[src/rtl/apb_pkg.sv]
// Shared APB definitions: FSM state encoding, default bus widths and the
// default ACCESS-phase timeout (also used by the UART/GPIO APB slave benches).
package apb_pkg;

    localparam int APB_ADDR_W  = 32;
    localparam int APB_DATA_W  = 32;
    localparam int APB_TIMEOUT = 16;

    typedef enum logic [1:0] {
        ST_IDLE   = 2'd0,
        ST_SETUP  = 2'd1,
        ST_ACCESS = 2'd2
    } apb_state_e;

endpackage

[src/rtl/apb_timeout_cnt.sv]
// ACCESS-phase wait counter.
//   PCLK, PRESETn : clock, async active-low reset
//   clear         : zero the count (asserted on the edge that enters ACCESS)
//   enable        : one ACCESS cycle elapsed with PREADY low
//   expired       : this edge brings the count to TIMEOUT (combinational)
// With TIMEOUT=0 the counter is removed and expired is tied to 0.
module apb_timeout_cnt #(
    parameter int TIMEOUT = apb_pkg::APB_TIMEOUT
) (
    input  logic PCLK,
    input  logic PRESETn,
    input  logic clear,
    input  logic enable,
    output logic expired
);

    generate
        if (TIMEOUT == 0) begin : g_off
            assign expired = 1'b0;
        end else begin : g_on
            localparam int CNT_W = (TIMEOUT < 1) ? 1 : $clog2(TIMEOUT + 1);
            logic [CNT_W-1:0] cnt_q;

            // Abort is decided on the edge where the count would reach
            // TIMEOUT, so exactly TIMEOUT low-PREADY ACCESS cycles are seen.
            assign expired = enable && (cnt_q == CNT_W'(TIMEOUT - 1));

            always_ff @(posedge PCLK or negedge PRESETn) begin
                if (!PRESETn) begin
                    cnt_q <= '0;
                end else if (clear) begin
                    cnt_q <= '0;
                end else if (enable && (cnt_q != CNT_W'(TIMEOUT))) begin
                    cnt_q <= cnt_q + 1'b1;
                end
            end
        end
    endgenerate

endmodule

[src/rtl/apb_master.sv]
// APB requester: turns single-word command handshakes into APB SETUP/ACCESS
// transfers, one outstanding at a time, with optional ACCESS timeout.
//   cmd_valid/cmd_ready/cmd_write/cmd_addr/cmd_wdata : command handshake
//   rsp_valid/rsp_rdata/rsp_timeout                 : one-cycle completion
//   busy                                            : transfer in progress
//   PSEL/PENABLE/PWRITE/PADDR/PWDATA/PREADY/PRDATA  : APB requester port
// All bus and response outputs come straight from flops.
//
//   state     | meaning
//   ----------+-------------------------------------------------
//   ST_IDLE   | bus idle, command accepted when cmd_valid
//   ST_SETUP  | PSEL=1 PENABLE=0, one cycle, PREADY ignored
//   ST_ACCESS | PSEL=1 PENABLE=1, wait for PREADY or timeout
module apb_master
    import apb_pkg::*;
#(
    parameter int ADDR_W  = APB_ADDR_W,
    parameter int DATA_W  = APB_DATA_W,
    parameter int TIMEOUT = APB_TIMEOUT
) (
    input  logic              PCLK,
    input  logic              PRESETn,
    input  logic              cmd_valid,
    output logic              cmd_ready,
    input  logic              cmd_write,
    input  logic [ADDR_W-1:0] cmd_addr,
    input  logic [DATA_W-1:0] cmd_wdata,
    output logic              rsp_valid,
    output logic [DATA_W-1:0] rsp_rdata,
    output logic              rsp_timeout,
    output logic              busy,
    output logic              PSEL,
    output logic              PENABLE,
    output logic              PWRITE,
    output logic [ADDR_W-1:0] PADDR,
    output logic [DATA_W-1:0] PWDATA,
    input  logic              PREADY,
    input  logic [DATA_W-1:0] PRDATA
);

    apb_state_e        state_q, state_d;
    logic              pwrite_d;
    logic [ADDR_W-1:0] paddr_d;
    logic [DATA_W-1:0] pwdata_d;
    logic              rsp_valid_d, rsp_timeout_d;
    logic [DATA_W-1:0] rsp_rdata_d;
    logic              psel_d, penable_d;
    logic              expired;

    // Gating with PRESETn keeps cmd_ready low throughout reset.
    assign cmd_ready = (state_q == ST_IDLE) && PRESETn;

    apb_timeout_cnt #(.TIMEOUT(TIMEOUT)) u_timeout_cnt (
        .PCLK    (PCLK),
        .PRESETn (PRESETn),
        .clear   (state_q == ST_SETUP),
        .enable  ((state_q == ST_ACCESS) && !PREADY),
        .expired (expired)
    );

    always_comb begin
        state_d       = state_q;
        pwrite_d      = PWRITE;
        paddr_d       = PADDR;
        pwdata_d      = PWDATA;
        rsp_valid_d   = 1'b0;
        rsp_timeout_d = 1'b0;
        rsp_rdata_d   = '0;
        case (state_q)
            ST_IDLE: begin
                if (cmd_valid) begin
                    pwrite_d = cmd_write;
                    paddr_d  = cmd_addr;
                    pwdata_d = cmd_wdata;
                    state_d  = ST_SETUP;
                end
            end
            ST_SETUP: begin
                state_d = ST_ACCESS;
            end
            ST_ACCESS: begin
                // PREADY takes priority over a simultaneous timeout.
                if (PREADY) begin
                    state_d     = ST_IDLE;
                    rsp_valid_d = 1'b1;
                    rsp_rdata_d = PWRITE ? '0 : PRDATA;
                end else if (expired) begin
                    state_d       = ST_IDLE;
                    rsp_valid_d   = 1'b1;
                    rsp_timeout_d = 1'b1;
                end
            end
            default: begin
                state_d = ST_IDLE;
            end
        endcase
        psel_d    = (state_d != ST_IDLE);
        penable_d = (state_d == ST_ACCESS);
    end

    always_ff @(posedge PCLK or negedge PRESETn) begin
        if (!PRESETn) begin
            state_q     <= ST_IDLE;
            PSEL        <= 1'b0;
            PENABLE     <= 1'b0;
            busy        <= 1'b0;
            PWRITE      <= 1'b0;
            PADDR       <= '0;
            PWDATA      <= '0;
            rsp_valid   <= 1'b0;
            rsp_timeout <= 1'b0;
            rsp_rdata   <= '0;
        end else begin
            state_q     <= state_d;
            PSEL        <= psel_d;
            PENABLE     <= penable_d;
            busy        <= psel_d;
            PWRITE      <= pwrite_d;
            PADDR       <= paddr_d;
            PWDATA      <= pwdata_d;
            rsp_valid   <= rsp_valid_d;
            rsp_timeout <= rsp_timeout_d;
            rsp_rdata   <= rsp_rdata_d;
        end
    end

endmodule
[config.mk]
export PLATFORM = sky130hd
export DESIGN_NAME = apb_master
export DESIGN_NICKNAME = d
export VERILOG_FILES = /design/src/rtl/apb_pkg.sv /design/src/rtl/apb_timeout_cnt.sv /design/src/rtl/apb_master.sv
export SDC_FILE = /design/constraint.sdc
export NUM_CORES = 1
export LEC_CHECK = 0
export CORE_ASPECT_RATIO = 0.75
export CORE_UTILIZATION = 40
export DETAILED_ROUTE_END_ITERATION = 12
export MAX_ROUTING_LAYER = met4
export PLACE_DENSITY = 0.8
export SLEW_MARGIN = 5
export SYNTH_ARGS = -nofsm -noshare
export SYNTH_HDL_FRONTEND = slang
export SYNTH_SLANG_ARGS = --single-unit
[constraint.sdc]
create_clock -name PCLK -period 1.8 [get_ports PCLK]
set_input_delay 0.27 -clock PCLK [delete_from_list [all_inputs] [get_ports PCLK]]
set_output_delay 0.27 -clock PCLK [all_outputs]
set_load 0.02 [all_outputs]
# Yosys cells after proc, flatten, opt, wreduce, memory -nomap -nowiden
# Cells that the tools add are included.
[totals]
register_bits = 108
inputBits = 101
word_cells = 39
out_inout_bits = 103
[op_classes]
eq_ne = 5
mux = 14
reduce_logical = 9
n_addsub = 1
[op_table]
columns = ["cell", "n"]
rows = [
  ["$mux 32", 3],
  ["$mux 5", 2],
  ["$mux 2", 3],
  ["$pmux 2 s3", 1],
  ["$add 5x1->5 const B", 1],
  ["$eq 5x4->1 const B", 1],
  ["$mux 1", 5],
  ["$ne 5x5->1 const B", 1],
  ["$eq 2x2->1 const B", 2],
  ["$logic_and 1x1->1", 4],
  ["$reduce_bool 2->1", 2],
  ["$eq 2x1->1 const B", 1],
  ["$logic_not 2->1", 1],
  ["$reduce_and 2->1", 1],
  ["$logic_not 1->1", 1],
]

# Longest topological paths before layout
[depth]
ltp_word = 7
mapped_depth = 6
depth_no_buf = 6

# Hierarchy
# From an unflattened synthesis, not the netlist that was laid out.
[unflattened]
hier_cells = 255
hier_area_um2 = 4191.5
[modules_own_cells]
columns = ["module", "seq_area_each_um2", "cells_each", "n_inst", "area_each_um2"]
rows = [
  ["apb_master", 2577.5, 225, 1, 3885.0],
  ["apb_timeout_cnt", 125.1, 30, 1, 306.5],
]

# Worst setup path after synthesis
# Ideal clock, no wire load.
[synth_timing]
kind = "register to register"
from = "register state_q[1]"
to = "register PADDR[10]"
setup_time_ns = 0.125
n_path_buf = 3
t_required_ns = 1.675
period_less_slack_ns = 1.532
stages_incl_launch_ff = 7
path_slack_ns = 0.268
arrival_ns = 1.407
path_cell_list = "dfrtp_1 inv_2 and3_1 clkbuf_1 buf_6 buf_6 mux2_4"
[synth_via]
elab_chain_len = 2
[synth_lines]
columns = ["element", "line", "text"]
rows = [
  ["from (decl)", "apb_master.sv:41", "apb_state_e state_q, state_d;"],
  ["from (signal assigned)", "apb_master.sv:114", "state_q <= state_d;"],
  ["$logic_not 2->1", "apb_master.sv:69", "case (state_q)"],
  ["$reduce_and 2->1 (no source line)", "n/a", ""],
  ["to (signal assigned)", "apb_master.sv:119", "PADDR <= paddr_d;"],
  ["to (decl)", "apb_master.sv:35", "output logic [ADDR_W-1:0] PADDR,"],
]
# Every way passes these cells.
# A chain may end at the register's enable or synchronous reset.

# Final worst setup path
[layout_timing]
from = "register PWRITE"
to = "output PWRITE"
[layout_rtl]
columns = ["element", "line", "text"]
rows = [
  ["from (decl)", "apb_master.sv:34", "output logic PWRITE,"],
  ["from (signal assigned)", "apb_master.sv:118", "PWRITE <= pwrite_d;"],
]
# No word-level cell between the ends.

==> metrics.md <==
| Metric | Value |
|---|---|
| Status | `complete, but fails checks` |
| Violated checks | `hold timing` |
| WP data required | `1.53 ns` |
| DR pass1 iterations | `4` |
| CTS Sinks | `108` |
| DP Cell Count | `592` |
| Dpl ws | `0.105 ns` |
| Worst setup SP type | `register` |
| Hpwl dp | `6.93 mm` |
| Syn avg cell area | `15.7 um2` |
| Average vias per placed instance | `4.64` |
| Sequential area share after synthesis | `0.656` |
| Io pins | `204` |
| DIE AREA | `10700 um2` |
| GRT Total Usage | `0.196` |
| Setup Total Neg Slack | `0 ns` |
| Critical-path cell list | `clkdlybuf4s50_1` |
| Peak Freq | `610 MHz` |
| Area share of the leading cell type in the synthesized netlist | `0.656` |
| Synth Net Count | `367` |
| Final instance area | `6630 um2` |
| Max cap viols | `0` |
| Most frequent cells in the layout | `201 x clkdlybuf4s50_1, 108 x dfrtp_1, 37 x mux2_1` |
| CP Buf/Inv Count | `1` |
| Ys flop type | `dfrtp_1` |
| Antenna-violating nets left | `0` |
| Power Density | `1580 nW/um2` |
| Total power | `10.5 mW` |
| Grt ovf | `0` |
| Clk buf depth | `2` |
| Clk Latency, worst-skew pair | `0.34 ns` |
| Post-Syn Instances | `263` |
| WP data arrival | `1.37 ns` |
| Final setup violation count | `0` |
| Pin count of the biggest net entering global routing | `109` |
| Routed wire length per instance | `15.7 um` |
| Post-Syn Area | `4120 um2` |
| Clock Skew | `0.00600 ns` |
| Yosys warning count | `0` |
| Post-synth EDFFs | `0` |
| FILL cells | `728` |
| Final hold vios | `17` |
| Commonest non-fill, non-tap cell in the layout | `clkdlybuf4s50_1` |
| Chip width | `119 um` |
| Root Driver | `clkbuf_16` |
| Number of antenna diodes | `0` |
| #FFs+latches synth | `108` |
| Final core utilization | `0.676` |
| Clock transition at path regs | `0.07 ns` |
| Initial Util | `0.420` |
| Initial antenna violation count | `0` |
| Tcrit/Tclk final | `0.910` |
| Slew Viols, Final | `0` |
| Worst setup margin | `0.162 ns` |
| Non-Filler Instances | `608` |
| Hold-fix buffers, CTS | `0` |
| Postcts setup bufs | `0` |
| Num CTS Buffers | `9` |
| Share of layout cells above drive strength 1 | `0.122` |
| Leakage | `2.88 nW` |
| Detailed-route wire length | `9.56 mm` |
| Port Buffer Count | `203` |
| Worst path slowest cell | `clkdlybuf4s50_1` |
| WHS | `-0.0168 ns` |
| RSZ-0062 raised after global routing | `false` |
| Critical path's top delay family | `buffers and inverters` |
| RD Place Congestion | `0.797` |
| Via count | `2824` |
| Biggest area consumer among synthesized cells | `dfrtp_1` |
| CP max stage delay | `0.64 ns` |
| Synth top area cells | `dfrtp_1 66%, mux2_4 10%, mux2_1 10%` |
| IR drop worst, VDD | `699 uV` |
| DRC Markers | `0` |
| Reg-to-reg setup timing slack | `0.16 ns` |
| Row cnt | `31` |
| Worst-margin pin slew | `0.579 ns` |
| Crit end category | `primary output` |
| First-pass GRT wire length | `15.6 mm` |
| Area post-placement | `6340 um2` |
| WS Path Type | `register to primary output` |
| Die height | `89.9 um` |
| Fin nets | `575` |
| Async set or reset register ratio after synthesis | `1.00` |
| CP Max Fanout | `3` |
| Headroom to the max-slew limit | `0.614` |
| CORE AREA | `9810 um2` |
| Final min period | `1.64 ns` |
| Worst Hold Class | `input pin to asynchronous set/reset pin` |
| Syn-to-layout area delta | `61.0%` |
| First-iteration detailed-routing DRC count | `104` |
| CTS H-Tree Depth | `3` |
| Synth unique cells | `28` |
| Vias in the first global route | `2993` |
| CTS tree | `yes` |
what timing repair did:
action,4_1_cts,5_1_grt
endpoints found under the setup margin,1,1
resized for setup,1,2
cloned,0,0
report_power, final:
group	switching, mW	total, mW	internal, mW
combinational	2.17	4.79	2.62
sequential	0.486	3.79	3.30
clock	0.905	1.91	1.00
total	3.56	10.5	6.93
cell usage after synthesis (4+ instances only):
master	instances
mux2_4	28
o2bb2ai_1	4
buf_6	4
mux2_1	37
and2_1	32
clkbuf_1	6
a22oi_1	4
dfrtp_1	108
inv_1	5
cell families (layout without fill, tap and decap cells):
family	after synthesis	after routing	synth area share
DFF	108	108	0.656
muxes	65	65	0.203
and+or+nand+nor	53	53	0.0790
buffers and inverters	20	233	0.0273
AOI/OAI and AO/OA	14	14	0.0252
adders and majority gates	3	3	0.00911
flip-flops by register name, summed over array words and instances (netlist names):
name / count
PWRITE: 1
PSEL: 1
PENABLE: 1
PADDR: 32
rsp_rdata: 32
state_q: 2
u_timeout_cnt.g_on.cnt_q: 5
PWDATA: 32
rsp_valid: 1
rsp_timeout: 1
area by class of cell:
class | instances | area, um2 | area share
multi-input combinational | 135 | 1310 | 0.198
inverter | 6 | 22.5 | 0.00340
clock buffer | 10 | 239 | 0.0360
clock inverter | 6 | 55.1 | 0.00830
timing repair buffer | 211 | 2130 | 0.322
sequential | 108 | 2700 | 0.407
tap | 132 | 165 | 0.0249
final timing paths:
| kind | start | to | depth (start not counted) |
|---|---|---|---|
| min in group PCLK | PRDATA[16] | rsp_rdata[16]$_DFF_PN0_ | 2 |
| max | PWRITE$_DFFE_PN0P_ | PWRITE | 1 |
| min reg2reg | PWDATA[10]$_DFFE_PN0P_ | PWDATA[10]$_DFFE_PN0P_ | 1 |
| min | PRESETn | u_timeout_cnt.g_on.cnt_q[3]$_DFFE_PN0P_ | 2 |
| max reg2reg | u_timeout_cnt.g_on.cnt_q[0]$_DFFE_PN0P_ | PSEL$_DFF_PN0_ | 5 |
| max in group asynchronous | PRESETn | PADDR[6]$_DFFE_PN0P_ | 2 |
per-layer routing:
metal  track usage  part of all wire
met1         0.234              0.42
met2         0.322              0.49
met3        0.0647             0.079
met4        0.0475            0.0072
met5             -                 0
No activity file was read; power rests on OpenSTA's default activity.
